### src/rtl/micro_sequencer.sv
// Microprogram sequencer: registered control-store address, flag register,
// bounded microsubroutine return stack with sticky overflow/underflow flags.
module micro_sequencer #(
  parameter int DATAWIDTH_ADDRESS   = 11,
  parameter int DATAWIDTH_DECODEROP = 8,
  parameter int DATAWIDTH_COND      = 4,
  parameter int DATAWIDTH_PSR       = 4,
  parameter int STACK_DEPTH         = 4
) (
  input  logic                           MICRO_SEQUENCER_CLOCK_50,
  input  logic                           MICRO_SEQUENCER_ResetInHigh_In,
  input  logic                           MICRO_SEQUENCER_WaitAck_In,
  input  logic                           MICRO_SEQUENCER_ACK_In,
  input  logic [DATAWIDTH_COND-1:0]      MICRO_SEQUENCER_Condition_InBus,
  input  logic [DATAWIDTH_ADDRESS-1:0]   MICRO_SEQUENCER_JumpAddress_InBus,
  input  logic [DATAWIDTH_DECODEROP-1:0] MICRO_SEQUENCER_DecodeOp_InBus,
  input  logic                           MICRO_SEQUENCER_IR13_In,
  input  logic                           MICRO_SEQUENCER_FlagNegative_In,
  input  logic                           MICRO_SEQUENCER_FlagZero_In,
  input  logic                           MICRO_SEQUENCER_FlagOverflow_In,
  input  logic                           MICRO_SEQUENCER_FlagCarry_In,
  input  logic                           MICRO_SEQUENCER_SetCodes_In,
  output logic [DATAWIDTH_ADDRESS-1:0]   MICRO_SEQUENCER_CSAddress_OutBus,
  output logic [DATAWIDTH_PSR-1:0]       MICRO_SEQUENCER_Psr_OutBus,
  output logic                           MICRO_SEQUENCER_StackOverflow_Out,
  output logic                           MICRO_SEQUENCER_StackUnderflow_Out
);

  localparam int AW    = DATAWIDTH_ADDRESS;
  localparam int OW    = DATAWIDTH_DECODEROP;
  localparam int PW    = DATAWIDTH_PSR;
  localparam int SPW   = $clog2(STACK_DEPTH + 1);
  localparam int SLOTS = 1 << SPW;
  localparam logic [SPW-1:0] SP_FULL = SPW'(STACK_DEPTH);

  typedef enum logic [DATAWIDTH_COND-1:0] {
    COND_NEXT   = 0,
    COND_N      = 1,
    COND_Z      = 2,
    COND_V      = 3,
    COND_C      = 4,
    COND_IR13   = 5,
    COND_JUMP   = 6,
    COND_DECODE = 7,
    COND_CALL   = 8,
    COND_RET    = 9,
    COND_NZ     = 10
  } cond_e;

  cond_e          cond;
  logic           stall;
  logic [AW-1:0]  cs_q, cs_d, cs_inc, decode_addr;
  logic [PW-1:0]  psr_q, psr_d;
  logic [SPW-1:0] sp_q, sp_d, sp_dec;
  logic [AW-1:0]  stack_q [SLOTS];
  logic [AW-1:0]  stack_d [SLOTS];
  logic           ovf_q, ovf_d, unf_q, unf_d;

  assign cond        = cond_e'(MICRO_SEQUENCER_Condition_InBus);
  assign stall       = MICRO_SEQUENCER_WaitAck_In & ~MICRO_SEQUENCER_ACK_In;
  assign cs_inc      = cs_q + AW'(1);
  assign sp_dec      = sp_q - SPW'(1);
  // Opcode lands just below the MSB; the low bits give each opcode a small routine slot.
  assign decode_addr = AW'({1'b1, MICRO_SEQUENCER_DecodeOp_InBus}) << (AW - OW - 1);

  always_comb begin
    cs_d    = cs_q;
    psr_d   = psr_q;
    sp_d    = sp_q;
    stack_d = stack_q;
    ovf_d   = ovf_q;
    unf_d   = unf_q;
    if (!stall) begin
      if (MICRO_SEQUENCER_SetCodes_In)
        psr_d = PW'({MICRO_SEQUENCER_FlagNegative_In, MICRO_SEQUENCER_FlagZero_In,
                     MICRO_SEQUENCER_FlagOverflow_In, MICRO_SEQUENCER_FlagCarry_In});
      case (cond)
        COND_N:      cs_d = psr_q[3] ? MICRO_SEQUENCER_JumpAddress_InBus : cs_inc;
        COND_Z:      cs_d = psr_q[2] ? MICRO_SEQUENCER_JumpAddress_InBus : cs_inc;
        COND_V:      cs_d = psr_q[1] ? MICRO_SEQUENCER_JumpAddress_InBus : cs_inc;
        COND_C:      cs_d = psr_q[0] ? MICRO_SEQUENCER_JumpAddress_InBus : cs_inc;
        COND_IR13:   cs_d = MICRO_SEQUENCER_IR13_In ? MICRO_SEQUENCER_JumpAddress_InBus : cs_inc;
        COND_JUMP:   cs_d = MICRO_SEQUENCER_JumpAddress_InBus;
        COND_DECODE: cs_d = decode_addr;
        COND_NZ:     cs_d = psr_q[2] ? cs_inc : MICRO_SEQUENCER_JumpAddress_InBus;
        COND_CALL: begin
          cs_d = MICRO_SEQUENCER_JumpAddress_InBus;
          if (sp_q == SP_FULL) begin
            ovf_d = 1'b1;
          end else begin
            stack_d[sp_q] = cs_inc;
            sp_d          = sp_q + SPW'(1);
          end
        end
        COND_RET: begin
          if (sp_q == '0) begin
            cs_d  = cs_inc;
            unf_d = 1'b1;
          end else begin
            cs_d = stack_q[sp_dec];
            sp_d = sp_dec;
          end
        end
        default:     cs_d = cs_inc;
      endcase
    end
  end

  always_ff @(posedge MICRO_SEQUENCER_CLOCK_50) begin
    if (MICRO_SEQUENCER_ResetInHigh_In) begin
      cs_q  <= '0;
      psr_q <= '0;
      sp_q  <= '0;
      ovf_q <= 1'b0;
      unf_q <= 1'b0;
    end else begin
      cs_q  <= cs_d;
      psr_q <= psr_d;
      sp_q  <= sp_d;
      ovf_q <= ovf_d;
      unf_q <= unf_d;
    end
    // Contents are don't-care once the pointer is cleared.
    stack_q <= stack_d;
  end

  assign MICRO_SEQUENCER_CSAddress_OutBus   = cs_q;
  assign MICRO_SEQUENCER_Psr_OutBus         = psr_q;
  assign MICRO_SEQUENCER_StackOverflow_Out  = ovf_q;
  assign MICRO_SEQUENCER_StackUnderflow_Out = unf_q;

endmodule

### config.mk
export PLATFORM = sky130hd
export DESIGN_NAME = micro_sequencer
export DESIGN_NICKNAME = d
export VERILOG_FILES = /design/src/rtl/micro_sequencer.sv
export SDC_FILE = /design/constraint.sdc
export NUM_CORES = 1
export LEC_CHECK = 0
export CAP_MARGIN = 0
export CORE_MARGIN = 4
export CORE_UTILIZATION = 35
export CTS_BUF_LIST = sky130_fd_sc_hd__clkbuf_4 sky130_fd_sc_hd__clkbuf_8 sky130_fd_sc_hd__clkbuf_16
export DETAILED_ROUTE_END_ITERATION = 6
export PLACE_DENSITY = 0.57
export SYNTH_ARGS = -nofsm -noshare
export SYNTH_HDL_FRONTEND = slang
export SYNTH_SLANG_ARGS = --single-unit
### constraint.sdc
create_clock -name MICRO_SEQUENCER_CLOCK_50 -period 4.2 [get_ports MICRO_SEQUENCER_CLOCK_50]
set_input_delay 1.26 -clock MICRO_SEQUENCER_CLOCK_50 [delete_from_list [all_inputs] [get_ports MICRO_SEQUENCER_CLOCK_50]]
set_output_delay 1.26 -clock MICRO_SEQUENCER_CLOCK_50 [all_outputs]
set_load 0.01 [all_outputs]
==> results of run 1 <==
-- power groups by stage --
stage	clock, mW	combinational (mW)	sequential (mW)
floorplan	0	0.122	1.23
global placement	0	0.230	1.23
detailed placement	0	0.233	1.23
CTS	0.803	0.233	1.21
global route	0.850	0.251	1.21
finish	0.790	0.230	1.21
-- how the worst max path moves through the flow --
stage / startpoint / end / slack (ns) / cells after the start
after global routing: MICRO_SEQUENCER_Condition_InBus[0] / MICRO_SEQUENCER_CSAddress_OutBus[2] / 0.67 / 6
after global placement: MICRO_SEQUENCER_Condition_InBus[0] / MICRO_SEQUENCER_CSAddress_OutBus[8] / 0.59 / 6
after floorplan: MICRO_SEQUENCER_Condition_InBus[1] / stack_q[77] / 0.85 / 6
after CTS: MICRO_SEQUENCER_Condition_InBus[0] / MICRO_SEQUENCER_CSAddress_OutBus[8] / 0.83 / 6
final: MICRO_SEQUENCER_Condition_InBus[0] / MICRO_SEQUENCER_CSAddress_OutBus[8] / 0.83 / 6
after detailed placement: MICRO_SEQUENCER_Condition_InBus[0] / MICRO_SEQUENCER_CSAddress_OutBus[8] / 0.49 / 6
-- final cells by class --
class                      instances  area [um2]  area share
clock inverter                     5       37.54    0.006434
timing repair buffer              69       640.6      0.1098
tap                              176       220.2     0.03774
multi-input combinational        233        1630      0.2794
sequential                       108        3043      0.5216
inverter                           6       22.52    0.003860
clock buffer                      11       240.2     0.04118
-- routing by layer --
metal | vias to the layer above | part of all wire
met5 | - | 0
met2 | 98 | 0.51
met3 | 12 | 0.056
li1 | 1519 | -
met4 | 0 | 0.012
met1 | 1621 | 0.42
-- synth_stat cells (all sizes together), types with 2 or more instances --
cell     instances  area share
a2bb2oi          2      0.0037
nand4            4      0.0052
edfxtp          88        0.55
a211oi           3      0.0047
inv              6      0.0047
nand2           52       0.041
ha               4       0.010
nor2b            3      0.0039
nor3             3      0.0031
mux2             2      0.0047
a21oi           20       0.021
a311oi           7       0.013
a32oi            8       0.015
o21a             2      0.0031
o21bai           3      0.0047
xnor2           11       0.020
nand2b           3      0.0039
a31oi            8       0.010
clkbuf          14       0.011
mux4            13       0.062
and2             2      0.0026
o31ai            2      0.0031
and3             2      0.0026
nor2            27       0.021
dfxtp           20       0.084
o21ai           12       0.013
mux2i            9       0.019
nor4             2      0.0026
xor2             4       0.011
buf              8      0.0081
nand3           15       0.016
-- worst register-to-register path, stage by stage (launching register included) --
cell and delay (ns):
dfxtp_1 0.31, buf_4 0.31, inv_1 0.18, ha_1 0.92
mux4_2 0.43, nand2_1 0.10, a21oi_1 0.07, a211oi_1 0.23
a311oi_1 0.11
-- kinds of logic after synthesis --
family,Yosys count,synth area share
and+or+nand+nor,117,0.1100
AOI/OAI and AO/OA,73,0.1016
buffers and inverters,28,0.02383
xor gates and xnor gates,15,0.03143
adders and majority gates,4,0.01048
DFF,108,0.6370
muxes,24,0.08565
-- metrics by stage --
| stage | power, mW | instances | util |
|---|---|---|---|
| finish | 2.228 | 608 | 0.4388 |
| global route | 2.311 | 608 | 0.4388 |
| CTS | 2.244 | 608 | 0.4388 |
| detailed placement | 1.465 | 592 | 0.4179 |
| global placement | 1.462 | 592 | 0.4179 |
| floorplan | 1.350 | 369 | - |
-- sequential cells by signal (all words and copies together), names as in the netlist --
name,flops
MICRO_SEQUENCER_CSAddress_OutBus,11
MICRO_SEQUENCER_StackOverflow_Out,1
MICRO_SEQUENCER_StackUnderflow_Out,1
sp_q,3
MICRO_SEQUENCER_Psr_OutBus,4
stack_q,88
-- cell usage in the layout (no fill, tap or decap), drive strengths merged, types with 3 or more instances in the layout --
cell / instances
xnor2: 11
inv: 7
nand2: 52
clkinvlp: 3
nand3: 15
o21bai: 3
nand4: 4
edfxtp: 88
nor3: 3
clkdlybuf4s50: 49
a311oi: 7
a31oi: 8
nor2b: 3
a32oi: 8
nand2b: 3
o21ai: 12
xor2: 4
mux2i: 9
ha: 4
a211oi: 3
dfxtp: 20
a21oi: 20
buf: 20
clkbuf: 11
nor2: 27
mux4: 13
==> impl_metrics.csv, run 1 <==
group,metric,value,unit
route,postRouteAntennaNets,0,
power_and_ir_drop,power.internal,1.706,mW
placement,dp_hpwl,8378,um
clocking,numCtsBuffers,9,
route,vias,3250,
sta,min_period_over_period,0.8026,
floorplan,die_y,124.8,um
sta,clock.fmax,296.7,MHz
layout,diodes,0,
synth,synth.net_count,406,
layout,nets,464,
clocking,clock_path_buffers,2,
floorplan,placementRows,42,
synth,synth_cells,369,
placement,pre_cts_ws,0.4855,ns
clocking,h-tree-depth,3,
sta,rsz0062_at_grt,"false",
global_routing,grt_max_degree,21,
placement,dpl_cell_area,5557,um2
sta,period_needed,3.371,ns
route,dr.pass1.iters,4,
power_and_ir_drop,clockPowerShare,0.355,
clocking,clk_latency,0.34,ns
global_routing,grt_antenna_before_repair,0,
route,drt-wirelength-per-cell,20.30,um
sta,final_hold_viol_count,0,
flow_run,maxCapViolCount,0,
synth,syn_area,4777,um2
synth,synth_edf_count,88,
global_routing,grt_use_met3,0.02702,
global_routing,first_global_vias,3259,
clocking,ctsHoldBuffers,0,
sta,worst_slack,0.8292,ns
floorplan,io_pins,50,
critical_path,crit_family,"simple AND/OR/NAND/NOR gates",
global_routing,grt.busiest_layer,"met2",
synth,ys_seq_area_frac,0.6370,
route,drc,0,
floorplan,die_w,124.8,um
sta,worstMarginPinSlew,0.9380,ns
critical_path,rr_endpoint,"MICRO_SEQUENCER_CSAddress_OutBus[6]",
clocking,cts.repair.resized,0,
global_routing,grt_overflow_total,0,
floorplan,start_util,0.3593,
global_routing,grt_use_met2,0.2665,
route,via_per_inst,5.345,
synth,synth_flop_cell,"edfxtp_1",
critical_path,cp.required,4.43,ns
critical_path,cp-start-kind,"input port",
worst_hold_path,holdPathEnd,"MICRO_SEQUENCER_StackUnderflow_Out",
clocking,clock_sinks,108,
layout,layout-area-overhead-vs-synth,22.13,%
power_and_ir_drop,leakagePower,1.959,nW
worst_hold_path,hold_class,"reg -> reg",
critical_path,rrSetupSlack,1.38,ns
critical_path,crit_arrival,3.60,ns
placement,numPortBuffers,49,
sta,drv_slew,0,
power_and_ir_drop,switching_share,0.2342,
outcome,run_status,"completed",
power_and_ir_drop,cellPowerDensity,381.9,nW/um2
critical_path,worstReg2RegStart,"sp_q[0]",
worst_hold_path,whs_path_depth,2,
critical_path,cp_slowest_cell,"clkdlybuf4s50_1",
route,drt_first_iter_violations,203,
floorplan,core_area,13300,um2
worst_hold_path,min_from,"MICRO_SEQUENCER_StackUnderflow_Out",
synth,syn_avg_cell_area,12.95,um2
power_and_ir_drop,pwr-share-seq,0.542,
critical_path,critPathCaptureType,"register",
critical_path,crit_chain,"clkdlybuf4s50_1 > nor4bb_1 > a32oi_1 > nand2_1 > o21ai_0 > a311oi_1",
route,routed_wirelength,12340,um
sta,fin_tns_setup,0,ns
layout,drive_gt1_frac,0.1227,
synth,ys_async_sr_fraction,0,
synth,yosysUniqueCellTypes,44,
power_and_ir_drop,peakVddDrop,0.2349,mV
sta,setup_violations,0,
synth,ys_seq_elements,108,
clocking,cts_root_buf,"clkbuf_16",
critical_path,cp.buffers_inverters,1,
power_and_ir_drop,power_frac_comb,0.103,
floorplan,dieArea,15580,um2
clocking,clk_pin_slew,0.07,ns
global_routing,grt_use_met1,0.2203,
placement,gp_congestion,0.7984,
global_routing,track_usage,0.1613,
sta,timing.hold.ws,0.4815,ns
sta,max_slew_margin,0.3727,
critical_path,reg2regPathDepth,8,
sta,clock_skew,0.01005,ns
global_routing,grt_pass1_wl,19180,um
synth,synth_warnings,0,
critical_path,worstSetupPathType,"in -> reg",
clocking,cts_setup_buffers,0,
power_and_ir_drop,switchingPower,0.5218,mW
critical_path,critPathMaxStageDelay,0.70,ns
layout,final_area,5834,um2
layout,nFillCells,1233,
clocking,cts_tree,"yes",
critical_path,worst-path-max-fanout,11,
Power figures use the tool's default switching activity.
==> inputs of run 2 (changes only) <==
Clock period 4.2 ns to 3.15 ns, I/O delays scaled along.
==> run 2 against run 1 <==
First-iteration DRC count increased by 44%. Design area increased by 3.7%. Critical path type unchanged. Clock power rose by 47%. Largest power group unchanged. Largest cell class unchanged. Sequential share of layout area fell by 1.8 points. Total power increased by 40%. Die area stayed put. Highest routed layer unchanged. Worst setup slack lost 0.37 ns. Combinational power grew 52%. Routed wire length rose by 8.7%. Non-clock buffer count grew 25. Final cell count rose by 4.1%.
==> impl_metrics.csv, run 2 (same netlist as run 1, synthesis figures left out) <==
group,metric,value,unit
floorplan,io_pins,50,
route,drt-wirelength-per-cell,21.19,um
sta,clock.fmax,371.1,MHz
clocking,h-tree-depth,3,
clocking,clock_path_buffers,2,
global_routing,grt_pass1_wl,20790,um
route,postRouteAntennaNets,0,
sta,drv_slew,0,
placement,dp_hpwl,9463,um
placement,pre_cts_ws,0.1079,ns
sta,final_hold_viol_count,0,
layout,final_area,6048,um2
floorplan,start_util,0.3593,
clocking,numCtsBuffers,9,
route,drc,0,
power_and_ir_drop,clockPowerShare,0.372,
critical_path,cp-start-kind,"input port",
placement,gp_congestion,0.8731,
placement,dpl_cell_area,5744,um2
power_and_ir_drop,power,3.116,mW
layout,layout-area-overhead-vs-synth,26.61,%
critical_path,critPathCaptureType,"register",
route,vias,3404,
sta,rsz0062_at_grt,"false",
clocking,cts_setup_buffers,0,
clocking,ctsHoldBuffers,0,
power_and_ir_drop,power.internal,2.377,mW
global_routing,track_usage,0.1753,
power_and_ir_drop,switching_share,0.2371,
route,met1_length,5589,um
power_and_ir_drop,switchingPower,0.7387,mW
power_and_ir_drop,cellPowerDensity,515.1,nW/um2
global_routing,grt_overflow_total,0,
outcome,run_status,"completed",
global_routing,grt_max_degree,20,
power_and_ir_drop,power_frac_comb,0.112,
layout,drive_gt1_frac,0.1707,
critical_path,worstSetupPathType,"in -> reg",
sta,max_slew_margin,0.4544,
placement,numPortBuffers,49,
critical_path,crit_arrival,2.74,ns
power_and_ir_drop,peakVddDrop,0.2588,mV
power_and_ir_drop,pwr-share-seq,0.516,
sta,timing.hold.ws,0.4967,ns
route,via_per_inst,5.378,
critical_path,rr_endpoint,"MICRO_SEQUENCER_CSAddress_OutBus[8]",
sta,worstMarginPinSlew,0.8158,ns
route,routed-wl-met2,6627,um
critical_path,reg2regPathDepth,8,
sta,setup_violations,0,
worst_hold_path,hold_class,"reg -> reg",
layout,fin_cells,633,
power_and_ir_drop,leakagePower,2.108,nW
clocking,cts_root_buf,"clkbuf_16",
critical_path,cp.required,3.19,ns
layout,final_common_cell,"edfxtp_1",
sta,clock_skew,0.008634,ns
clocking,cts.repair.resized,0,
route,wl_met3,1114,um
floorplan,core_area,13300,um2
clocking,cts_tree,"yes",
layout,largest-register,"stack_q",
clocking,clk_latency,0.34,ns
sta,worst_slack,0.4550,ns
worst_hold_path,min_from,"MICRO_SEQUENCER_StackOverflow_Out",
sta,fin_tns_setup,0,ns
placement,post-place-cells,617,
route,routed_wirelength,13410,um
layout,finish.utilization,0.4549,
layout,nFillCells,1206,
route,top_layer,"met4",
layout,final_cell_mix,"edfxtp_1, nand2_1, clkdlybuf4s50_1, buf_4, nor2_1",
critical_path,setup.worst_path.end,"stack_q[74]",
floorplan,die_w,124.8,um
sta,period_needed,2.695,ns
layout,nets,489,
floorplan,placementRows,42,
route,drt_first_iter_violations,292,
route,dr.pass1.iters,4,
layout,largest_reg_flops,88,
critical_path,worst-path-max-fanout,7,
global_routing,grt_antenna_before_repair,0,
global_routing,first_global_vias,3539,
sta,min_period_over_period,0.8555,
flow_run,maxCapViolCount,0,
clocking,clock_sinks,108,
clocking,clk_pin_slew,0.07,ns
layout,diodes,0,
floorplan,die_y,124.8,um
critical_path,worstReg2RegStart,"sp_q[1]",
floorplan,dieArea,15580,um2
critical_path,crit_path_start,"MICRO_SEQUENCER_Condition_InBus[3]",
critical_path,rrSetupSlack,0.53,ns
run 2: cell count changes in the layout (fill, tap and decap cells not counted), sizes merged:
cell,previous run,this run
clkinv,1,2
clkinvlp,3,0
bufinv,0,1
inv,7,9
clkbuf,11,10
buf,20,45
run 2: routing by layer:
layer / up-vias / global-route usage
li1: 1564 / -
met5: - / 0
met2: 134 / 0.2901
met3: 6 / 0.03688
met4: 0 / 0.03827
met1: 1700 / 0.2393
run 2: power groups by stage:
stage / Combinational [mW] / Sequential [mW] / Clock [mW]
after floorplan: 0.163 / 1.64 / 0
after global placement: 0.345 / 1.64 / 0
after detailed placement: 0.351 / 1.64 / 0
after CTS: 0.352 / 1.61 / 1.18
after global routing: 0.381 / 1.61 / 1.24
final: 0.349 / 1.61 / 1.16
run 2: layout make-up:
cell class | instances | area [um2] | area share
Clock buffer | 10 | 232.7 | 0.03848
Clock inverter | 6 | 71.32 | 0.01179
Inverter | 6 | 22.52 | 0.003724
Multi-Input combinational cell | 233 | 1630 | 0.2695
Sequential cell | 108 | 3043 | 0.5031
Tap cell | 176 | 220.2 | 0.03641
Timing Repair Buffer | 94 | 828.3 | 0.1369
run 2: critical path: stages:
cell	delay, ns
clkdlybuf4s50_1	0.62
nand3_1	0.16
a211oi_1	0.27
buf_4	0.16
nand2_1	0.11
nor3_2	0.21
buf_4	0.24
run 2: how the worst min path moves through the flow:
stage / to / cells after the start
detailed placement: MICRO_SEQUENCER_StackUnderflow_Out / 2
finish: MICRO_SEQUENCER_StackOverflow_Out / 2
global placement: MICRO_SEQUENCER_StackOverflow_Out / 2
CTS: MICRO_SEQUENCER_Psr_OutBus[0] / 2
floorplan: MICRO_SEQUENCER_Psr_OutBus[0] / 2
global route: MICRO_SEQUENCER_StackOverflow_Out / 2
==> inputs of run 3 (changes only) <==
Settings changed: CORE_ASPECT_RATIO from default to 1.25.
==> run 3 against run 2 <==
Clock skew hardly changed. Global-route usage shrank 1.4 points. Fmax is 2.4% lower. First-iteration DRC count is 17% lower. Die area about the same. Sequential cell count did not move. Sequential power about the same. Routed wire length is 7.5% lower. Count of clock-buffer cells in the layout is the same. Non-clock buffer count down 5. Final cell count decreased by 1.6%. Sequential share of layout area grew 0.24 points. Critical endpoint is now stack_q[24]. Largest cell class unchanged.
==> impl_metrics.csv, run 3 (same netlist as run 1, synthesis figures left out) <==
group,metric,value,unit
sta,worst_slack,0.3886,ns
sta,period_needed,2.761,ns
layout,layout-area-overhead-vs-synth,26.01,%
clocking,clock_sinks,108,
sta,clock.fmax,362.1,MHz
layout,diodes,0,
floorplan,dieArea,15590,um2
critical_path,worstSetupPathType,"in -> reg",
route,wl_met3,777,um
layout,nets,484,
route,met1_length,5383,um
route,drc,0,
placement,dp_hpwl,9074,um
route,top_layer,"met4",
layout,final_cell_mix,"edfxtp_1, nand2_1, clkdlybuf4s50_1, buf_4, nor2_1",
sta,drv_slew,0,
critical_path,cp.required,3.20,ns
global_routing,grt_max_degree,24,
route,dr.pass1.iters,5,
sta,final_hold_viol_count,0,
sta,rsz0062_at_grt,"false",
clocking,numCtsBuffers,9,
floorplan,placementRows,47,
clocking,clk_latency,0.34,ns
route,postRouteAntennaNets,0,
clocking,cts_setup_buffers,0,
critical_path,worst-path-max-fanout,6,
global_routing,grt_overflow_total,0,
layout,final_area,6020,um2
placement,dpl_cell_area,5700,um2
global_routing,first_global_vias,3332,
critical_path,crit_arrival,2.81,ns
placement,pre_cts_ws,0.05187,ns
flow_run,maxCapViolCount,0,
clocking,clock_path_buffers,2,
route,drt_first_iter_violations,241,
power_and_ir_drop,cellPowerDensity,521.9,nW/um2
sta,setup_violations,0,
clocking,cts_root_buf,"clkbuf_16",
floorplan,core_area,13290,um2
route,vias,3327,
floorplan,io_pins,50,
global_routing,track_usage,0.1610,
layout,largest_reg_flops,88,
layout,drive_gt1_frac,0.1615,
critical_path,critPathCaptureType,"register",
layout,largest-register,"stack_q",
sta,worstMarginPinSlew,0.8124,ns
layout,final_common_cell,"edfxtp_1",
global_routing,grt_antenna_before_repair,0,
critical_path,cp-start-kind,"input port",
clocking,cts.repair.resized,0,
clocking,cts_tree,"yes",
route,via_per_inst,5.340,
placement,gp_congestion,0.8282,
route,routed_wirelength,12410,um
outcome,run_status,"completed",
route,drt-wirelength-per-cell,19.92,um
clocking,ctsHoldBuffers,0,
critical_path,cp_slowest_cell,"clkdlybuf4s50_1",
worst_hold_path,hold_class,"reg -> reg",
critical_path,crit_chain,"clkdlybuf4s50_1 > nor2_1 > nand3_1 > a211oi_1 > buf_4 > nand2_1 > nor2_1 > buf_4",
floorplan,die_y,138.6,um
floorplan,die_w,112.5,um
power_and_ir_drop,leakagePower,2.091,nW
clocking,h-tree-depth,3,
global_routing,grt_pass1_wl,19230,um
sta,min_period_over_period,0.8766,
placement,numPortBuffers,49,
sta,max_slew_margin,0.4566,
sta,clock_skew,0.008907,ns
power_and_ir_drop,peakVddDrop,0.2486,mV
route,routed-wl-met2,5924,um
floorplan,start_util,0.3594,
clocking,clk_pin_slew,0.07,ns
critical_path,critPathMaxStageDelay,0.43,ns
run 3: changes by cell type in the layout (fill, tap and decap cells not counted):
cell,previous run,this run
inv_8,1,0
buf_4,45,40
bufinv_16,1,2
clkinv_2,0,1
inv_6,2,1
run 3: power by group:
group          internal, mW  total [mW]  switching [mW]  leakage, nW
Sequential             1.58        1.61          0.0267        0.964
Clock                 0.706        1.20           0.490        0.158
Combinational         0.156       0.339           0.183        0.969
Total                  2.44        3.14           0.700         2.09
run 3: through the flow:
stage / cells / hold WS, ns / util / power (mW) / setup TNS (ns)
5_1_grt: 623 / 0.5384 / 0.4529 / 3.254 / 0
3_5_place_dp: 607 / 0.4676 / 0.4289 / 1.978 / 0
2_1_floorplan: 369 / 0.5025 / - / 1.800 / 0
3_3_place_gp: 607 / 0.4586 / 0.4289 / 1.975 / -0.05074
6_report: 623 / 0.4708 / 0.4529 / 3.141 / 0
4_1_cts: 623 / 0.4846 / 0.4529 / 3.162 / 0
run 3: routing by layer:
| metal | up-vias | global-route usage |
|---|---|---|
| met5 | - | 0 |
| met4 | 0 | 0.05886 |
| met3 | 18 | 0.03536 |
| met2 | 131 | 0.2549 |
| met1 | 1620 | 0.2179 |
| li1 | 1558 | - |
run 3: worst paths after layout:
| check | startpoint | to | cells past startpoint | slack, ns |
|---|---|---|---|---|
| setup / recovery | MICRO_SEQUENCER_Condition_InBus[1] | stack_q[24] | 8 | 0.39 |
| hold / removal | MICRO_SEQUENCER_StackOverflow_Out | MICRO_SEQUENCER_StackOverflow_Out | 2 | 0.47 |
| setup reg to reg | sp_q[1] | MICRO_SEQUENCER_CSAddress_OutBus[10] | 7 | 0.56 |
| hold reg to reg | MICRO_SEQUENCER_StackOverflow_Out | MICRO_SEQUENCER_StackOverflow_Out | 2 | 0.47 |
run 3: critical path: cells and delay by family:
kind                   cells  cell delay [ns]
AO/OA/AOI/OAI              1             0.33
buffers and inverters      3             0.84
AND/OR/NAND/NOR            4             0.69
run 3: cell type report:
class	instances	area, um2
inverters	6	22.52
fillers	1250	7271
repair buffers	89	790.8
multi-input cells	233	1630
well taps	171	214.0
clock buffers	10	232.7
flip-flops and latches	108	3043
clock inverters	6	86.33
